### config.mk
export PLATFORM = sky130hd
export DESIGN_NAME = fetch_unit_flat
export DESIGN_NICKNAME = d
export VERILOG_FILES = /design/src/rtl/fetch_if.sv /design/src/rtl/fetch_unit.sv /design/src/flat_wrapper.sv
export SDC_FILE = /design/constraint.sdc
export NUM_CORES = 1
export LEC_CHECK = 0
export ABC_AREA = 1
export ABC_CLOCK_PERIOD_IN_PS = 3400
export CORE_MARGIN = 3
export CORE_UTILIZATION = 53
export CTS_CLUSTER_SIZE = 20
export DETAILED_ROUTE_END_ITERATION = 16
export GPL_TIMING_DRIVEN = 0
export PLACE_DENSITY = 0.85
export SLEW_MARGIN = 20
export SYNTH_ARGS = -nofsm -noshare
export SYNTH_HDL_FRONTEND = slang
export SYNTH_SLANG_ARGS = --single-unit
### constraint.sdc
create_clock -name clk -period 3.4 [get_ports clk]
set_input_delay 0.68 -clock clk [delete_from_list [all_inputs] [get_ports clk]]
set_output_delay 0.68 -clock clk [all_outputs]
set_load 0.005 [all_outputs]
### src/rtl/fetch_if.sv
// fetch_if: redirect/stall controls, instruction-memory port and presented bundle of the fetch unit.
interface fetch_if;
  logic        has_mispredict;
  logic [15:0] mispredict_pc;
  logic        jump_for_pcsel;
  logic [15:0] jump_addr_pc;
  logic        stall_for_jump;
  logic        stall_backend;
  logic [15:0] imem_addr;
  logic        imem_en;
  logic [15:0] imem_rdata0;
  logic [15:0] imem_rdata1;
  logic [15:0] imem_rdata2;
  logic [15:0] imem_rdata3;
  logic [15:0] pc;
  logic [15:0] instruction0;
  logic [15:0] instruction1;
  logic [15:0] instruction2;
  logic [15:0] instruction3;
  logic        bundle_valid;
  modport master (
    input  has_mispredict, mispredict_pc, jump_for_pcsel, jump_addr_pc,
           stall_for_jump, stall_backend,
           imem_rdata0, imem_rdata1, imem_rdata2, imem_rdata3,
    output imem_addr, imem_en, pc, instruction0, instruction1, instruction2,
           instruction3, bundle_valid
  );
  modport slave (
    output has_mispredict, mispredict_pc, jump_for_pcsel, jump_addr_pc,
           stall_for_jump, stall_backend,
           imem_rdata0, imem_rdata1, imem_rdata2, imem_rdata3,
    input  imem_addr, imem_en, pc, instruction0, instruction1, instruction2,
           instruction3, bundle_valid
  );
endinterface

### src/rtl/fetch_unit.sv
// fetch_unit: 4-wide instruction fetch with one-cycle memory latency, 1-entry skid buffer and redirect squash.
module fetch_unit #(
  parameter logic [15:0] RESET_PC = 16'h0000,
  parameter logic [15:0] NOP      = 16'h0000
) (
  input logic clk,
  input logic rst,
  fetch_if.master f
);
  typedef enum logic {RUN, HOLD} state_e;
  state_e state_q;
  logic [15:0] fetch_pc_q, inflight_pc_q, skid_pc_q, pc_q, target;
  logic inflight_valid_q, skid_valid_q, bundle_valid_q, redirect, stall;
  logic [3:0][15:0] skid_data_q, instr_q, rdata;
  assign rdata    = {f.imem_rdata3, f.imem_rdata2, f.imem_rdata1, f.imem_rdata0};
  assign redirect = f.has_mispredict | f.jump_for_pcsel;
  assign stall    = f.stall_for_jump | f.stall_backend;
  assign target   = f.has_mispredict ? f.mispredict_pc : f.jump_addr_pc;
  // The release cycle out of HOLD is a normal sequential cycle, so it issues too.
  assign f.imem_en      = !rst && !redirect && (state_q == RUN || !stall);
  assign f.imem_addr    = fetch_pc_q;
  assign f.pc           = pc_q;
  assign f.bundle_valid = bundle_valid_q;
  assign f.instruction0 = instr_q[0];
  assign f.instruction1 = instr_q[1];
  assign f.instruction2 = instr_q[2];
  assign f.instruction3 = instr_q[3];
  always_ff @(posedge clk) begin
    if (rst) begin
      state_q          <= RUN;
      fetch_pc_q       <= RESET_PC;
      inflight_valid_q <= 1'b0;
      inflight_pc_q    <= '0;
      skid_valid_q     <= 1'b0;
      skid_pc_q        <= '0;
      skid_data_q      <= '0;
      bundle_valid_q   <= 1'b0;
      pc_q             <= '0;
      instr_q          <= {4{NOP}};
    end else if (redirect) begin
      state_q          <= RUN;
      fetch_pc_q       <= target;
      inflight_valid_q <= 1'b0;
      skid_valid_q     <= 1'b0;
      bundle_valid_q   <= 1'b0;
      instr_q          <= {4{NOP}};
    end else if (stall) begin
      state_q          <= HOLD;
      inflight_valid_q <= 1'b0;
      if (inflight_valid_q) begin
        skid_valid_q <= 1'b1;
        skid_pc_q    <= inflight_pc_q;
        skid_data_q  <= rdata;
      end
    end else begin
      state_q          <= RUN;
      fetch_pc_q       <= fetch_pc_q + 16'd4;
      inflight_valid_q <= 1'b1;
      inflight_pc_q    <= fetch_pc_q;
      if (skid_valid_q) begin
        skid_valid_q   <= 1'b0;
        bundle_valid_q <= 1'b1;
        pc_q           <= skid_pc_q;
        instr_q        <= skid_data_q;
      end else if (inflight_valid_q) begin
        bundle_valid_q <= 1'b1;
        pc_q           <= inflight_pc_q;
        instr_q        <= rdata;
      end else begin
        bundle_valid_q <= 1'b0;
        instr_q        <= {4{NOP}};
      end
    end
  end
endmodule

### src/flat_wrapper.sv
// flat-port wrapper written by rule: the top's interface ports become plain ports
module fetch_unit_flat 
#(
  parameter logic [15:0] RESET_PC = 16'h0000,
  parameter logic [15:0] NOP      = 16'h0000
)
  (clk, rst, f_has_mispredict, f_mispredict_pc, f_jump_for_pcsel, f_jump_addr_pc, f_stall_for_jump, f_stall_backend, f_imem_rdata0, f_imem_rdata1, f_imem_rdata2, f_imem_rdata3, f_imem_addr, f_imem_en, f_pc, f_instruction0, f_instruction1, f_instruction2, f_instruction3, f_bundle_valid);
  fetch_if f_i ();
  input logic clk;
  input logic rst;
  input wire logic [$bits(f_i.has_mispredict)-1:0] f_has_mispredict;
  input wire logic [$bits(f_i.mispredict_pc)-1:0] f_mispredict_pc;
  input wire logic [$bits(f_i.jump_for_pcsel)-1:0] f_jump_for_pcsel;
  input wire logic [$bits(f_i.jump_addr_pc)-1:0] f_jump_addr_pc;
  input wire logic [$bits(f_i.stall_for_jump)-1:0] f_stall_for_jump;
  input wire logic [$bits(f_i.stall_backend)-1:0] f_stall_backend;
  input wire logic [$bits(f_i.imem_rdata0)-1:0] f_imem_rdata0;
  input wire logic [$bits(f_i.imem_rdata1)-1:0] f_imem_rdata1;
  input wire logic [$bits(f_i.imem_rdata2)-1:0] f_imem_rdata2;
  input wire logic [$bits(f_i.imem_rdata3)-1:0] f_imem_rdata3;
  output wire logic [$bits(f_i.imem_addr)-1:0] f_imem_addr;
  output wire logic [$bits(f_i.imem_en)-1:0] f_imem_en;
  output wire logic [$bits(f_i.pc)-1:0] f_pc;
  output wire logic [$bits(f_i.instruction0)-1:0] f_instruction0;
  output wire logic [$bits(f_i.instruction1)-1:0] f_instruction1;
  output wire logic [$bits(f_i.instruction2)-1:0] f_instruction2;
  output wire logic [$bits(f_i.instruction3)-1:0] f_instruction3;
  output wire logic [$bits(f_i.bundle_valid)-1:0] f_bundle_valid;
  assign f_i.has_mispredict = f_has_mispredict;
  assign f_i.mispredict_pc = f_mispredict_pc;
  assign f_i.jump_for_pcsel = f_jump_for_pcsel;
  assign f_i.jump_addr_pc = f_jump_addr_pc;
  assign f_i.stall_for_jump = f_stall_for_jump;
  assign f_i.stall_backend = f_stall_backend;
  assign f_i.imem_rdata0 = f_imem_rdata0;
  assign f_i.imem_rdata1 = f_imem_rdata1;
  assign f_i.imem_rdata2 = f_imem_rdata2;
  assign f_i.imem_rdata3 = f_imem_rdata3;
  assign f_imem_addr = f_i.imem_addr;
  assign f_imem_en = f_i.imem_en;
  assign f_pc = f_i.pc;
  assign f_instruction0 = f_i.instruction0;
  assign f_instruction1 = f_i.instruction1;
  assign f_instruction2 = f_i.instruction2;
  assign f_instruction3 = f_i.instruction3;
  assign f_bundle_valid = f_i.bundle_valid;
  fetch_unit #(.RESET_PC(RESET_PC), .NOP(NOP)) u_core (.clk(clk), .rst(rst), .f(f_i));
endmodule
Word level (Yosys, flattened, before mapping)

Cells that the tools add are included.

Bits in registers: 196
Bits in latches: 0
Memory bits (writable): 0
ROM bits: 0
Input bits: 102
Output and inout port bits: 98
Word-level logic and storage cells: 46
Memories kept: 0

$add $sub $neg: 1
$mul: 0
Div/mod/pow operators: 0
$lt $le $gt $ge: 0
Equality and inequality tests: 1
Shifts and indexed selects: 0
Multiplexer cells: 11
Bitwise gates (word level): 5
Reductions and logical operators: 12

Operators by type and width:

| operator                                       | number |
|---|---|
| two-way mux 64 bit                             | 2 |
| two-way mux 16 bit                             | 5 |
| adder 16 x 3 -> 16 bit (second input constant) | 1 |
| AND reduction 3 bit                            | 2 |
| two-way mux 1 bit                              | 4 |
| zero test 1 bit                                | 3 |
| inverter 1 bit                                 | 3 |
| OR reduction 3 bit                             | 1 |
| logical AND 1 bit                              | 2 |
| != test 2 x 1 -> 1 bit (second input constant) | 1 |
| OR 1 bit                                       | 2 |
| AND reduction 2 bit                            | 1 |
| nonzero test 2 bit                             | 1 |
| OR reduction 2 bit                             | 1 |
| logical OR 1 bit                               | 1 |

Logic depth before layout (Yosys ltp)

Depth in word-level cells: 4
Depth in mapped cells: 9
Mapped depth without buffers: 8

Worst setup path before layout

OpenSTA, ideal clock, no wires.

Kind: input to output
Start: input port f_has_mispredict
End: output port f_imem_en
Data arrival time: 1166 ps
Data required time: 2720 ps
Slack: 1554 ps
Stages: 4
Buffers on the path: 1
Cells stage by stage: buf_6 > nor2_8 > nand2_2 > a21oi_1

Word-level cells in the longest chain between the ends: 4

Ends and longest elaborated chain:

| element                        | RTL line           | RTL |
|---|---|---|
| start, declared                | flat_wrapper.sv:11 | `input wire logic [$bits(f_i.has_mispredict)-1:0] f_has_mispredict;` |
| OR 1 bit                       | fetch_unit.sv:16   | `assign redirect = f.has_mispredict \| f.jump_for_pcsel;` |
| zero test 1 bit                | fetch_unit.sv:20   | `assign f.imem_en = !rst && !redirect && (state_q == RUN \|\| !stall);` |
| logical AND 1 bit (2 in a row) | fetch_unit.sv:20   |  |
| end, declared                  | flat_wrapper.sv:22 | `output wire logic [$bits(f_i.imem_en)-1:0] f_imem_en;` |

Every way passes these cells.

Worst setup path in the final report

Start: input port f_jump_for_pcsel
End: output port f_imem_en

Word-level cells in the longest chain between the ends: 4

Ends and longest elaborated chain:

| element                        | RTL line           | RTL |
|---|---|---|
| start, declared                | flat_wrapper.sv:13 | `input wire logic [$bits(f_i.jump_for_pcsel)-1:0] f_jump_for_pcsel;` |
| OR 1 bit                       | fetch_unit.sv:16   |  |
| zero test 1 bit                | fetch_unit.sv:20   |  |
| logical AND 1 bit (2 in a row) | fetch_unit.sv:20   |  |

Every way passes these cells.

==> impl_metrics.csv <==
group,metric,value,unit
outcome,run_status,"complete, no violations",
sta,final_hold_viol_count,0,
clocking,clockBufferDepth,2,
synth,syn_inst,1008,
power,p_comb_share,8.0,%
power,p_seq_share,50.8,%
setup_path,cp_data_arrival_time,2.22,ns
sta,fin_crit,2.90,ns
synth,synth_xor_area_share,0.111,%
synth,yosysWarnings,0,
clocking,numClockSinks,196,
die,start_util,54.2,%
die,die-area,0.0164,sq mm
drt,first_iter_violations,652,
sta,fin_crit_sh,85.2,%
sta,maxSlewHeadroom,53.9,%
final_layout,layout-drive-gt1-share,7.19,%
sta,tightest_slew,0.692,ns
drt,wl_per_cell,15.8,microns
final_layout,synthToLayoutAreaGrowth,35.0,%
sta,rsz0062_at_grt,"false",
drt,dr.pass1.iters,8,
die,ios,200,
sta,fin_skew,0.00747,ns
grt,grt_pass1_vias,7256,
setup_path,crit_start,"f_jump_for_pcsel",
synth,synth_compound_area_share,23.6,%
placed_design,dp_hpwl,16.3,mm
clocking,htree_levels,4,
drt,via_count,7864,
placed_design,routabilityCongestion,0.832,
grt,grt_usage,27.3,%
setup_path,cp.required,2.72,ns
final_layout,final_nets,1328,
power,swShare,23.4,%
synth,async_reset_ff_share,0,%
setup_path,r2r_cells,5,
final_layout,num_antenna_cells,0,
synth,ys_top_cells_by_count,"nand2_1 (208), dfxtp_1 (196), a21oi_1 (131)",
synth,synth_edf_count,0,
clocking,cts_made_buffers,17,
synth,synth_ff_type,"dfxtp_1",
synth,synth-seq-area-share,49.6,%
synth,synth.distinct_cells,31,
hold_path,hold_class,"reg -> reg",
die,core-area,0.0146,sq mm
synth,syn-cell-area,0.00791,sq mm
drt,ant_nets,0,
clocking,cts_resized,0,
clocking,clk_latency,0.43,ns
synth,synth.most_common_cell,"nand2_1",
synth,avgSynthCellArea,7.85,sq um
setup_path,crit_end,"f_imem_en",
power,p_sw,0.00108,W
sta,fin_tns_setup,0,ns
final_layout,postLayoutCoreUtil,73.2,%
grt,grt_max_degree,17,
power,power,0.00463,W
setup_path,r2r_start,"u_core.skid_valid_q",
sta,drv_slew,0,
synth,yosys.area.top_type,"dfxtp_1",
grt,antenna_found_initial,0,
drt,wl,22.5,mm
power,ir_drop,346,uV
die,die_y,128,microns
final_layout,final_cells,1422,
grt,grt-ovfl-total,0,
die,rows,44,
setup_path,cp-start-kind,"input pin",
clocking,cts-root-buf,"clkbuf_16",
setup_path,critPathMaxFanout,8,
setup_path,cp-end-kind,"output pin",
drt,drc,0,
drt,viasPerCell,5.53,
power,clockPowerShare,41.2,%
synth,synth_top_family_by_area,"compound AO/OA/AOI/OAI gates",
synth,synthSimpleGateAreaFrac,18.4,%
setup_path,reg2reg_slack,1.81,ns
setup_path,critical_path_class,"in -> out",
placed_design,post-place-ws,0.512,ns
clocking,cts_tree,"done",
synth,synth_top_area_share,49.6,%
synth,syn_nets,1111,
power,p_int,0.00354,W
die,die_x,128,microns
sta,fin_ws,0.504,ns
synth,synth_fa_ha_area_share,0.158,%
clocking,cts.clk_slew.worst_paths,0.06,ns
clocking,post_cts_buffers,0,
grt,grt_first_pass_wirelength,36.4,mm
synth,synth.mux.area_fraction,0,%
power,leakagePower,3.58,nW
placed_design,place_inst,1390,
sta,setup-violations-final,0,
flow_run,maxCapViolations,0,
clocking,cts_hold_buf,0,
sta,fmax,0.345,GHz
power,power_density,433,mW/mm^2
synth,synth_seq_cells,196,
placed_design,io_buffer_count,198,
setup_path,r2r-end,"u_core.f.instruction0[8]",
synth,ys_top_cells_by_area,"dfxtp_1 (50%), nand2_1 (9.9%), a21oi_1 (8.3%)",
## state kept, by name, summed over array words and instances, names as in the netlist
signal                   cells
u_core.skid_data_q          64
u_core.f.imem_addr          16
u_core.f.instruction0       16
u_core.f.instruction1       16
u_core.f.instruction2       16
u_core.f.instruction3       16
u_core.f.pc                 16
u_core.inflight_pc_q        16
u_core.skid_pc_q            16
u_core.f.bundle_valid        1
u_core.inflight_valid_q      1
u_core.skid_valid_q          1
u_core.state_q               1
## cell type report
| cell class | instances | area [sq um] |
|---|---|---|
| Sequential cell | 196 | 3920 |
| Fill cell | 1158 | 3910 |
| Multi-Input combinational cell | 675 | 3350 |
| Timing Repair Buffer | 198 | 1980 |
| Clock buffer | 21 | 450 |
| Buffer | 82 | 438 |
| Tap cell | 184 | 230 |
| Inverter | 55 | 206 |
| Clock inverter | 11 | 104 |
## stage by stage
step / hold WS [ns] / cell area (sq um)
2_1_floorplan: 0.439 / 7910
3_3_place_gp: 0.433 / 10100
3_5_place_dp: 0.435 / 10100
4_1_cts: 0.445 / 10700
5_1_grt: 0.465 / 10700
6_report: 0.443 / 10700
## cells in the final DEF, fill, tap and decap left out, types with 3 or more instances in the layout
master | Yosys | layout
a21oi_1 | 131 | 131
a22oi_1 | 69 | 69
buf_1 | 8 | 8
buf_2 | 29 | 29
buf_4 | 7 | 7
buf_6 | 9 | 9
clkbuf_1 | 29 | 32
clkbuf_16 | 0 | 17
clkdlybuf4s50_1 | 0 | 198
clkinv_2 | 0 | 3
clkinvlp_4 | 0 | 4
dfxtp_1 | 196 | 196
inv_1 | 51 | 51
inv_2 | 4 | 4
nand2_1 | 208 | 208
nand2_2 | 4 | 4
nand3_1 | 103 | 103
nand4_1 | 3 | 3
nor2_1 | 14 | 14
nor2_2 | 4 | 4
o21ai_0 | 63 | 63
o21ai_1 | 60 | 60
## metal layers
metal,track usage [%],wire length [microns]
met1,36.9,9670
met2,43.4,10400
met3,5.63,1850
met4,9.43,505
met5,0,0
## kinds of logic after synthesis
logic type,Yosys count
fa+ha+maj,1
buf+inv,137
simple gates,339
xor+xnor,1
flops,196
compound gates,334
## worst max-delay path: stages
cell and delay (ns):
clkdlybuf4s50_1 0.53, nor2_8 0.22, nand2_2 0.11, a21oi_1 0.14, clkdlybuf4s50_1 0.54
## worst min path at each step
stage | cells past startpoint | to | from
final | 2 | u_core.f.pc[14] | u_core.f.pc[14]
after global placement | 2 | u_core.f.pc[14] | u_core.f.pc[14]
after floorplan | 2 | u_core.inflight_pc_q[10] | u_core.inflight_pc_q[10]
after CTS | 2 | u_core.f.pc[14] | u_core.f.pc[14]
after detailed placement | 2 | u_core.f.pc[14] | u_core.f.pc[14]
after global routing | 2 | u_core.f.pc[14] | u_core.f.pc[14]
## power by group through the flow
stage	Combinational (W)	Clock [W]	Sequential (W)
finish	0.000368	0.00191	0.00235
global route	0.000401	0.00201	0.00235
CTS	0.000367	0.00192	0.00235
detailed placement	0.000364	0	0.00240
global placement	0.000362	0	0.00240
floorplan	0.000150	0	0.00240
No activity file was read; power rests on OpenSTA's default activity.
==> patch, RTL diff (config.mk and constraints unchanged) <==
Make the reset (`rst`) asynchronous in one clocked block.
--- a/src/rtl/fetch_unit.sv
+++ b/src/rtl/fetch_unit.sv
@@ -25,7 +25,7 @@
   assign f.instruction1 = instr_q[1];
   assign f.instruction2 = instr_q[2];
   assign f.instruction3 = instr_q[3];
-  always_ff @(posedge clk) begin
+  always_ff @(posedge clk or posedge rst) begin
     if (rst) begin
       state_q          <= RUN;
       fetch_pc_q       <= RESET_PC;
Function: differs if rst is asserted again (counterexample within 4 cycles, from zero or initial values and one cycle with rst high); with rst held inactive, the same outputs for 4 cycles.
==> patch against the original RTL <==
- final cell count shrank 11%
- register-to-register slack lost 0.33 ns
- routed wire length shrank 2.7%
- clock skew grew 0.0093 ns
- global-route usage shrank 1.7 points
- sequential cell count is the same
- design area grew 6.2%
- highest routed layer is now met5
- area after synthesis grew 6.1%
- count of clock-buffer cells in the layout shrank 4
- worst setup slack lost 0.026 ns
Power is not compared: it rests on default switching activity, and its combinational part moved more than twofold at a synthesized area within 25%.
==> patch: results (changes against the original RTL) <==
| Metric | Value |
|---|---|
| Multi-input logic area | `3105 µm² (-7.2%)` |
| Reg2reg start | `u_core.skid_valid_q$_DFFE_PP0P_` |
| Critical-path maximum fanout | `4 (-4)` |
| Proportion of layout cells with a drive suffix above 1 | `12.58% (+5.4 points)` |
| First-pass GRT wire length | `35.80 mm (-1.6%)` |
| Hold path startpoint | `u_core.f.pc[4]$_DFFE_PP0P_` |
| Post-synthesis sequential area ratio | `58.44% (+8.9 points)` |
| Peak supply drop | `0.3779 mV` |
| Max Clock Skew | `0.01673 ns (+0.009256 ns)` |
| Largest net degree at the start of global routing | `35 (+18)` |
| Most frequent cells after synthesis | `nand2_1 (201), dfrtp_1 (196), o21ai_0 (98), a22oi_1 (71), mux2_2 (56)` |
| Reg2Reg Capture Point | `u_core.f.instruction1[11]$_DFFE_PP0N_` |
| Worst Max-Slew Pin Slew | `0.6011 ns (-0.09077 ns)` |
| Reg-to-reg slack, setup | `1.48 ns (-0.33 ns)` |
| Syn Nets | `924 (-17%)` |
| FFs w/ async S/R, synth | `100.0% (+100 points)` |
| Critical Path Max Stage Delay | `0.56 ns (+0.02 ns)` |
| Final HPWL DP | `15.74 mm (-3.3%)` |
| Vias | `6923 (-12%)` |
| All-layer global routing usage | `25.58% (-1.7 points)` |
| Status | `complete, no violations` |
| FILL cells | `1064 (-8.1%)` |
| Initial antenna violation count | `1 (+1)` |
| Worst EP arrival | `2.24 ns (+0.02 ns)` |
| Cell variety after synth | `28 (-9.7%)` |
| Synth Flop Type | `dfrtp_1` |
| GP Congestion | `0.8725 (+4.9%)` |
| Crit path max-delay family | `buffers and inverters` |
| Synth top area cells | `dfrtp_1 (58%), nand2_1 (9.0%), mux2_2 (7.5%)` |
| # nets final | `1147 (-14%)` |
| End of the worst hold path | `u_core.f.pc[4]$_DFFE_PP0P_` |
| Fin Hold WS | `0.4756 ns (+0.03242 ns)` |
| Initial DRC count | `454 (-30%)` |
| Area after DPL | `10770 µm² (+6.4%)` |
| First-pass DRT Iterations | `6 (-2)` |
==> patch: worst max-delay path by stage <==
stage | endpoint | from
final | f_imem_en | f_stall_backend
after global routing | f_imem_en | f_stall_backend
after CTS | f_imem_en | f_stall_backend
after detailed placement | f_imem_en | f_stall_backend
after global placement | u_core.f.instruction0[10]$_DFFE_PP0N_ | rst
after floorplan | u_core.f.bundle_valid$_DFFE_PP0N_ | rst
==> patch: worst register-to-register path, cell delays in order, from the launching register on <==
cell and delay, ns:
dfrtp_1 0.36, buf_2 0.20, nor2_2 0.45, clkbuf_1 0.47, a22oi_1 0.15, o21ai_0 0.22
==> patch: cell type report <==
class | instances | share of cell area (%)
Buffer | 52 | 2.185
Clock buffer | 17 | 3.752
Clock inverter | 15 | 1.258
Inverter | 36 | 1.225
Multi-Input combinational cell | 537 | 27.39
Sequential cell | 196 | 43.26
Tap cell | 211 | 2.328
Timing Repair Buffer | 204 | 18.61
==> patch: through the flow <==
stage	TNS, ns	setup slack, ns	std cells
floorplan	0	0.1876	821
detailed placement	0	0.4760	1236
finish	0	0.4778	1268
global route	0	0.4489	1268
global placement	-258.00	-1.323	1230
CTS	0	0.4775	1268
==> patch: routing by layer <==
| layer | routed length [µm] | vias up | global-route usage [%] |
|---|---|---|---|
| met5 | 7 | - | 0 |
| met4 | 430 | 2 | 9.393 |
| met3 | 1506 | 29 | 7.137 |
| met2 | 10810 | 239 | 41.95 |
| met1 | 9119 | 3384 | 32.80 |
| li1 | - | 3269 | - |
==> patch: power by group through the flow <==
| stage | sequential (mW) | combinational, mW | clock, mW |
|---|---|---|---|
| after global placement | 2.78 | 0.700 | 0 |
| after floorplan | 2.76 | 0.387 | 0 |
| after CTS | 2.75 | 0.749 | 1.96 |
| after detailed placement | 2.79 | 0.743 | 0 |
| after global routing | 2.79 | 0.825 | 2.07 |
| final | 2.76 | 0.743 | 1.94 |
==> patch: cell families after synthesis <==
family / share of synthesized area (%)
and+or+nand+nor: 12.79
AOI/OAI and AO/OA: 15.12
DFF: 58.44
buffers and inverters: 4.562
muxes: 8.945
adders and majority gates: 0.1491
